File: config.mk
export PLATFORM = sky130hd
export DESIGN_NAME = wb_mem_master
export DESIGN_NICKNAME = d
export VERILOG_FILES = /design/src/rtl/mem_bus_pkg.sv /design/src/rtl/bus_timeout_counter.sv /design/src/rtl/wb_mem_master.sv
export SDC_FILE = /design/constraint.sdc
export NUM_CORES = 1
export LEC_CHECK = 0
export ABC_AREA = 1
export CORE_UTILIZATION = 51
export DETAILED_ROUTE_END_ITERATION = 10
export HOLD_SLACK_MARGIN = 0.15
export PLACE_DENSITY = 0.87
export RECOVER_POWER = 100
export SYNTH_ARGS = -nofsm -noshare
export SYNTH_HDL_FRONTEND = slang
export SYNTH_HIERARCHICAL = 1
export SYNTH_SLANG_ARGS = --single-unit
export TNS_END_PERCENT = 100
File: constraint.sdc
create_clock -name clk -period 5.11 [get_ports clk]
set_input_delay 1.022 -clock clk [delete_from_list [all_inputs] [get_ports clk]]
set_output_delay 1.022 -clock clk [all_outputs]
set_load 0.1 [all_outputs]
File: src/rtl/mem_bus_pkg.sv
`default_nettype none
// +------------------------------------------------------------------+
// | mem_bus_pkg : shared state type and constants for the WB master  |
// | rev 1.0                                                          |
// +------------------------------------------------------------------+
package mem_bus_pkg;

  typedef enum logic [1:0] {
    MM_IDLE = 2'd0,
    MM_BUSY = 2'd1,
    MM_DONE = 2'd2
  } mem_master_state_t;

  localparam logic [31:0] WB_ERROR_DATA = 32'hBAD1_BAD1;

endpackage
`default_nettype wire

File: src/rtl/bus_timeout_counter.sv
`default_nettype none
// +------------------------------------------------------------------+
// | bus_timeout_counter : counts bus-cycle wait states, flags expiry |
// | rev 1.0                                                          |
// +------------------------------------------------------------------+
module bus_timeout_counter #(
  parameter logic [31:0] TIMEOUT_CYCLES = 32'd64
) (
  input  logic clk,
  input  logic nRst,
  input  logic clear,
  input  logic enable,
  output logic expired
);

  logic [31:0] count_q, count_d;
  logic        expired_q, expired_d;

  // expired is precomputed from the next count so it is high during the
  // cycle in which count_q == TIMEOUT_CYCLES-1, straight from a flop.
  always_comb begin
    count_d = count_q;
    if (clear) begin
      count_d = 32'd0;
    end else if (enable) begin
      count_d = count_q + 32'd1;
    end
    expired_d = (TIMEOUT_CYCLES != 32'd0) && (count_d == (TIMEOUT_CYCLES - 32'd1));
  end

  always_ff @(posedge clk) begin
    if (!nRst) begin
      count_q   <= 32'd0;
      expired_q <= (TIMEOUT_CYCLES == 32'd1);
    end else begin
      count_q   <= count_d;
      expired_q <= expired_d;
    end
  end

  assign expired = expired_q;

endmodule
`default_nettype wire

File: src/rtl/wb_mem_master.sv
`default_nettype none
// +------------------------------------------------------------------+
// | wb_mem_master : single-cycle Wishbone classic master with timeout|
// | rev 1.0                                                          |
// +------------------------------------------------------------------+
module wb_mem_master
  import mem_bus_pkg::*;
#(
  parameter logic [31:0] TIMEOUT_CYCLES = 32'd64,
  parameter logic [31:0] ERROR_DATA     = WB_ERROR_DATA
) (
  input  logic        clk,
  input  logic        nRst,
  input  logic        write_in,
  input  logic        read_in,
  input  logic [31:0] adr_in,
  input  logic [31:0] data_in,
  input  logic [3:0]  sel_in,
  output logic [31:0] data_out,
  output logic        mem_busy,
  output logic        done,
  output logic        error,
  output logic        cyc_o,
  output logic        stb_o,
  output logic        we_o,
  output logic [31:0] adr_o,
  output logic [31:0] dat_o,
  output logic [3:0]  sel_o,
  input  logic [31:0] dat_i,
  input  logic        ack_i,
  input  logic        err_i
);

  mem_master_state_t state_q, state_d;
  logic [31:0] adr_q, adr_d;
  logic [31:0] dat_q, dat_d;
  logic [3:0]  sel_q, sel_d;
  logic        we_q, we_d;
  logic [31:0] data_out_q, data_out_d;
  logic        error_q, error_d;
  logic        expired;
  logic        busy;

  assign busy = (state_q == MM_BUSY);

  bus_timeout_counter #(
    .TIMEOUT_CYCLES (TIMEOUT_CYCLES)
  ) u_timeout (
    .clk     (clk),
    .nRst    (nRst),
    .clear   (!busy),
    .enable  (busy),
    .expired (expired)
  );

  always_comb begin
    state_d    = state_q;
    adr_d      = adr_q;
    dat_d      = dat_q;
    sel_d      = sel_q;
    we_d       = we_q;
    data_out_d = data_out_q;
    error_d    = error_q;
    case (state_q)
      MM_IDLE: begin
        if (write_in || read_in) begin
          adr_d   = adr_in;
          dat_d   = data_in;
          sel_d   = sel_in;
          we_d    = write_in;
          error_d = 1'b0;
          state_d = MM_BUSY;
        end
      end
      MM_BUSY: begin
        // err beats ack; ack on the final timeout cycle still succeeds
        if (err_i) begin
          state_d = MM_DONE;
          error_d = 1'b1;
          if (!we_q) data_out_d = ERROR_DATA;
        end else if (ack_i) begin
          state_d = MM_DONE;
          error_d = 1'b0;
          if (!we_q) data_out_d = dat_i;
        end else if (expired) begin
          state_d = MM_DONE;
          error_d = 1'b1;
          if (!we_q) data_out_d = ERROR_DATA;
        end
      end
      MM_DONE: begin
        state_d = MM_IDLE;
      end
      default: begin
        state_d = MM_IDLE;
      end
    endcase
  end

  always_ff @(posedge clk) begin
    if (!nRst) begin
      state_q    <= MM_IDLE;
      adr_q      <= 32'd0;
      dat_q      <= 32'd0;
      sel_q      <= 4'd0;
      we_q       <= 1'b0;
      data_out_q <= 32'd0;
      error_q    <= 1'b0;
    end else begin
      state_q    <= state_d;
      adr_q      <= adr_d;
      dat_q      <= dat_d;
      sel_q      <= sel_d;
      we_q       <= we_d;
      data_out_q <= data_out_d;
      error_q    <= error_d;
    end
  end

  assign mem_busy = busy;
  assign cyc_o    = busy;
  assign stb_o    = busy;
  assign we_o     = busy & we_q;
  assign adr_o    = busy ? adr_q : 32'd0;
  assign dat_o    = busy ? dat_q : 32'd0;
  assign sel_o    = busy ? sel_q : 4'd0;
  assign done     = (state_q == MM_DONE);
  assign error    = error_q;
  assign data_out = data_out_q;

endmodule
`default_nettype wire
=== Word level (Yosys, flattened, before mapping) ===
Cells that the tools add are included.

* $add $sub $neg: 1
* Bitwise logic cells: 1
* Equal/unequal tests: 6
* Reduce and logical (&&, ||, !) cells: 8
* Multiplexer cells: 19

{| class="wikitable"
|+ Operators by type and width
! kind !! count
|-
| $mux 32 || 8
|-
| $add 32x1->32 const B || 1
|-
| $eq 32x6->1 const B || 1
|-
| $mux 2 || 4
|-
| $reduce_and 3->1 || 2
|-
| $mux 1 || 4
|-
| $mux 4 || 1
|-
| $ne 4x3->1 const B || 1
|-
| $pmux 2 s2 || 1
|-
| $reduce_and 2->1 || 2
|-
| $ne 3x3->1 const B || 1
|-
| $reduce_bool 3->1 || 1
|-
| $eq 2x1->1 const B || 1
|-
| $eq 2x2->1 const B || 1
|-
| $logic_not 2->1 || 1
|-
| $ne 2x2->1 const B || 1
|-
| $pmux 1 s2 || 1
|-
| $reduce_bool 2->1 || 1
|-
| $and 1x1->1 || 1
|-
| $logic_or 1x1->1 || 1
|}

* Register bits after elaboration: 137
* Word-level logic and storage cells: 44
* Output and inout port bits: 106

=== Depth between registers and ports, before layout ===
* Word-level depth: 4
* Mapped depth: 17
* Gate-level depth less buffers: 16

=== Cells and area by module ===
The synthesis kept the hierarchy.

{| class="wikitable"
|+ By module, submodules not included
! module !! area each (um2) !! instances !! cells an instance
|-
| wb_mem_master || 4530.6 || 1 || 696
|-
| bus_timeout_counter || 2222.1 || 1 || 356
|}

=== Worst setup path before layout ===
Ideal clock, no wire load.

* Path type: register -> output
* Start point: reg state_q[0]
* End point: out dat_o[25]
* Cell stages (with the launch flop): 4
* Path buffers: 1
* Arrival: 2042 ps
* Slack: 2046 ps
* Path through: dfxtp_1 nand2_2 buf_1 nor2_1

* Longest elaborated chain between the ends: 2

{| class="wikitable"
|+ Ends and longest elaborated chain
! item !! line !! RTL
|-
| start, declared || wb_mem_master.sv:34 || <nowiki>mem_master_state_t state_q, state_d;</nowiki>
|-
| start signal, assigned || wb_mem_master.sv:110 || <nowiki>state_q <= state_d;</nowiki>
|-
| $eq 2x1->1 || wb_mem_master.sv:44 || <nowiki>assign busy = (state_q == MM_BUSY);</nowiki>
|-
| $mux 32 || wb_mem_master.sv:125 || <nowiki>assign dat_o = busy ? dat_q : 32'd0;</nowiki>
|-
| end, declared || wb_mem_master.sv:27 || <nowiki>output logic [31:0] dat_o,</nowiki>
|}

Every way passes these cells.

=== Worst setup path after layout ===
* Start point: reg state_q[0]
* End point: out adr_o[22]

* Longest elaborated chain between the ends: 2

{| class="wikitable"
|+ Ends and longest elaborated chain
! item !! line !! RTL
|-
| $eq 2x1->1 || wb_mem_master.sv:44 ||
|-
| $mux 32 || wb_mem_master.sv:124 || <nowiki>assign adr_o = busy ? adr_q : 32'd0;</nowiki>
|-
| end, declared || wb_mem_master.sv:26 || <nowiki>output logic [31:0] adr_o,</nowiki>
|}

Every way passes these cells.

==> metrics <==
root buffer cell clkbuf_16; pwr dens 358.7 nW/µm²; die height 117.1 µm; Worst slew margin -0.2886; Worst EP required ~4 ns; EDFF count, synth 0; Seq/Total Area, Yosys 0.4062; antenna violations before repair 0; Via-to-Cell Ratio between 4 and 5; CP Class flip-flop to output port; RSZ-0062 raised after global routing false; I/O Buffers between 200 and 250; Power Total ~3.4 mW; critical path, cell by cell nand2_1 -> buf_4 -> nor2_1 -> dlygate4sd3_1; Synth Register Bits between 100 and 150; CP delay by family, top buffers and inverters; ys flop type dfxtp_1; Num CTS Buffers 17; Final Cycle Share 0.8225; area of the mapped netlist between 6000 and 7000 µm²; Clock Tree Buf Depth 2; CP Buf/Inv Count 2; area of the multi-input gates around 3100 µm²; row count 41; Detailed Routing Iterations Pass 1 5; CTS-repair resized insts 0; Vias 6899; P&R area growth vs syn 38.78%; gpl congestion roughly 0.90; Clock Latency Late Sink roughly 0.42 ns; Sequential Area between 2000 and 3000 µm²; layout cells sized above 1 0.04892; wire per inst approximately 13 µm; # DRC 0; Final Hold Fails 0; Final ANT Viol Nets 0; skew final roughly 0.0054 ns; setup bufs post-CTS 0; CTS tree built; FFs w/ async S/R, synth 0; number of global-route vias before repair approximately 6000; Initial Util 0.5287; core box area approximately 13000 µm²; VDD IR max roughly 0.00021 V; clock slew at the register clock pins of the worst setup and hold paths approximately 0.060 ns; nets 1341; Final Util 0.7337; failing checks capacitance limit, slew limit; GRT overflow 0; Tot GR Track Use 0.2754; Yosys Warn Count 6; CP Data Arrival Time 3.18 ns; Netlist cell types 28; Mapped Cells 1052; Die Wd ~120 µm; status complete, but fails checks; mean post-synth cell area roughly 6.4 µm²; pin count of the biggest net entering global routing 103; endpoint class of the critical path output port; placed instance area 8843 µm²; H-tree depth 4; diode count 0; Routed WL between 15000 and 20000 µm; hold_buf cts 0; max-cap violations 1; Setup violations, final 0; Fillers approximately 1000; Fmax around 0.24 GHz; Tmin final approximately 4.2 ns; Leak about 4.3 nW; slowest cell delay on critical path 1.23 ns; syn nets roughly 1200; post-route design area between 9000 and 10000 µm²; first-pass GRT wire length around 29000 µm; CP max FO 55; final setup TNS 0 ns; Slew @ Worst Pin between 1.5 and 2 ns; Worst path slowest cell dlygate4sd3_1; Iteration-0 DRC Markers around 430; I/O Pins around 210; CP Launch Type flip-flop; Detail Placement HPWL roughly 13000 µm; Total Die Area ~14000 µm²; Max Slew Vio Count between 40 and 50; Hold Path Class flip-flop to flip-flop; TritonCTS Sinks approximately 140
==> cell usage after synthesis (3+ instances only) <==
cell type,instances,area [µm²]
nor2_1,344,1291
nand2_1,149,559.3
dfxtp_1,137,2743
inv_1,136,510.5
nand3_1,75,375.4
o21ai_0,68,340.3
a21oi_1,27,135.1
clkbuf_1,27,101.4
buf_2,17,85.08
nand2_2,11,68.82
nor2_4,8,90.09
nand4_1,7,43.79
o21bai_1,7,52.55
nand3_2,6,60.06
nor2_2,5,31.28
nor3_1,5,25.02
buf_6,4,45.04
nor2_8,4,80.08
buf_4,3,22.52
nand2_4,3,33.78
==> tightest hold or removal path, cell delays in order (launching register included) <==
cell and delay, ns:
dfxtp_1 0.31, nand4_1 0.08, nand2_1 0.05
==> layer usage <==
metal	part of all wire	up-vias	track usage
met5	0	-	0
met4	0.022	0	0.1089
met3	0.083	31	0.07364
met2	0.48	280	0.4623
met1	0.41	3022	0.3366
li1	-	3566	-
==> state kept, by name, summed over array words and instances (netlist names) <==
name	count
u_timeout/expired	1
data_out	32
sel_q	4
error	1
state_q	2
dat_q	32
adr_q	32
u_timeout/count_q	32
we_q	1
==> placed cells by master (no fill, tap or decap), types with 5 or more instances in the layout <==
master	count
dlygate4sd3_1	105
clkbuf_1	5
nor2_1	351
dfxtp_1	137
o21ai_0	68
nand2_1	152
a21oi_1	27
clkbuf_16	17
nand2_2	8
inv_1	137
o21bai_1	7
nor3_1	5
clkinvlp_4	6
nand3_1	78
clkdlybuf4s50_1	102
nand4_1	7
==> power breakdown <==
part | leakage [nW] | internal [mW] | total [mW] | switching [mW]
logic | 2.92 | 0.221 | 0.861 | 0.640
registers | 1.13 | 1.16 | 1.20 | 0.0445
clock network | 0.287 | 0.816 | 1.30 | 0.484
total | 4.33 | 2.19 | 3.36 | 1.17
==> cell type report <==
type,instances,share of cell area
clock inverter,15,0.02150
multi-input combinational,723,0.3356
clock buffer,17,0.04539
tap,172,0.02296
timing repair buffer,216,0.2260
inverter,139,0.05581
sequential,137,0.2927
==> per-stage QoR <==
step | hold WS [ns] | setup WS (ns) | std cells
final | 0.4733 | 0.9068 | 1419
after global routing | 0.4985 | 0.6297 | 1419
after CTS | 0.4777 | 1.204 | 1419
after detailed placement | 0.4660 | 1.668 | 1387
after global placement | 0.4608 | 1.783 | 1387
after floorplan | 0.4540 | 2.046 | 1052
==> cell families (layout without fill, tap and decap cells) <==
group                    Yosys count  after routing  share of synthesized area
adder cells (fa/ha/maj)            1              1                   0.001853
flip-flops                       137            137                     0.4062
XOR/XNOR                           2              2                   0.002595
AND/OR/NAND/NOR                  618            618                     0.3949
buffers and inverters            192            387                     0.1164
AO/OA/AOI/OAI                    102            102                    0.07819
==> worst paths after layout <==
| check | startpoint | end | slack [ns] | depth (start not counted) |
|---|---|---|---|---|
| setup / recovery | state_q[0] | adr_o[22] | 0.91 | 4 |
| hold / removal | error | error | 0.47 | 2 |
| setup reg to reg | state_q[0] | u_timeout/expired | 1.61 | 12 |
| hold reg to reg | error | error | 0.47 | 2 |
Power figures use the tool's default switching activity.
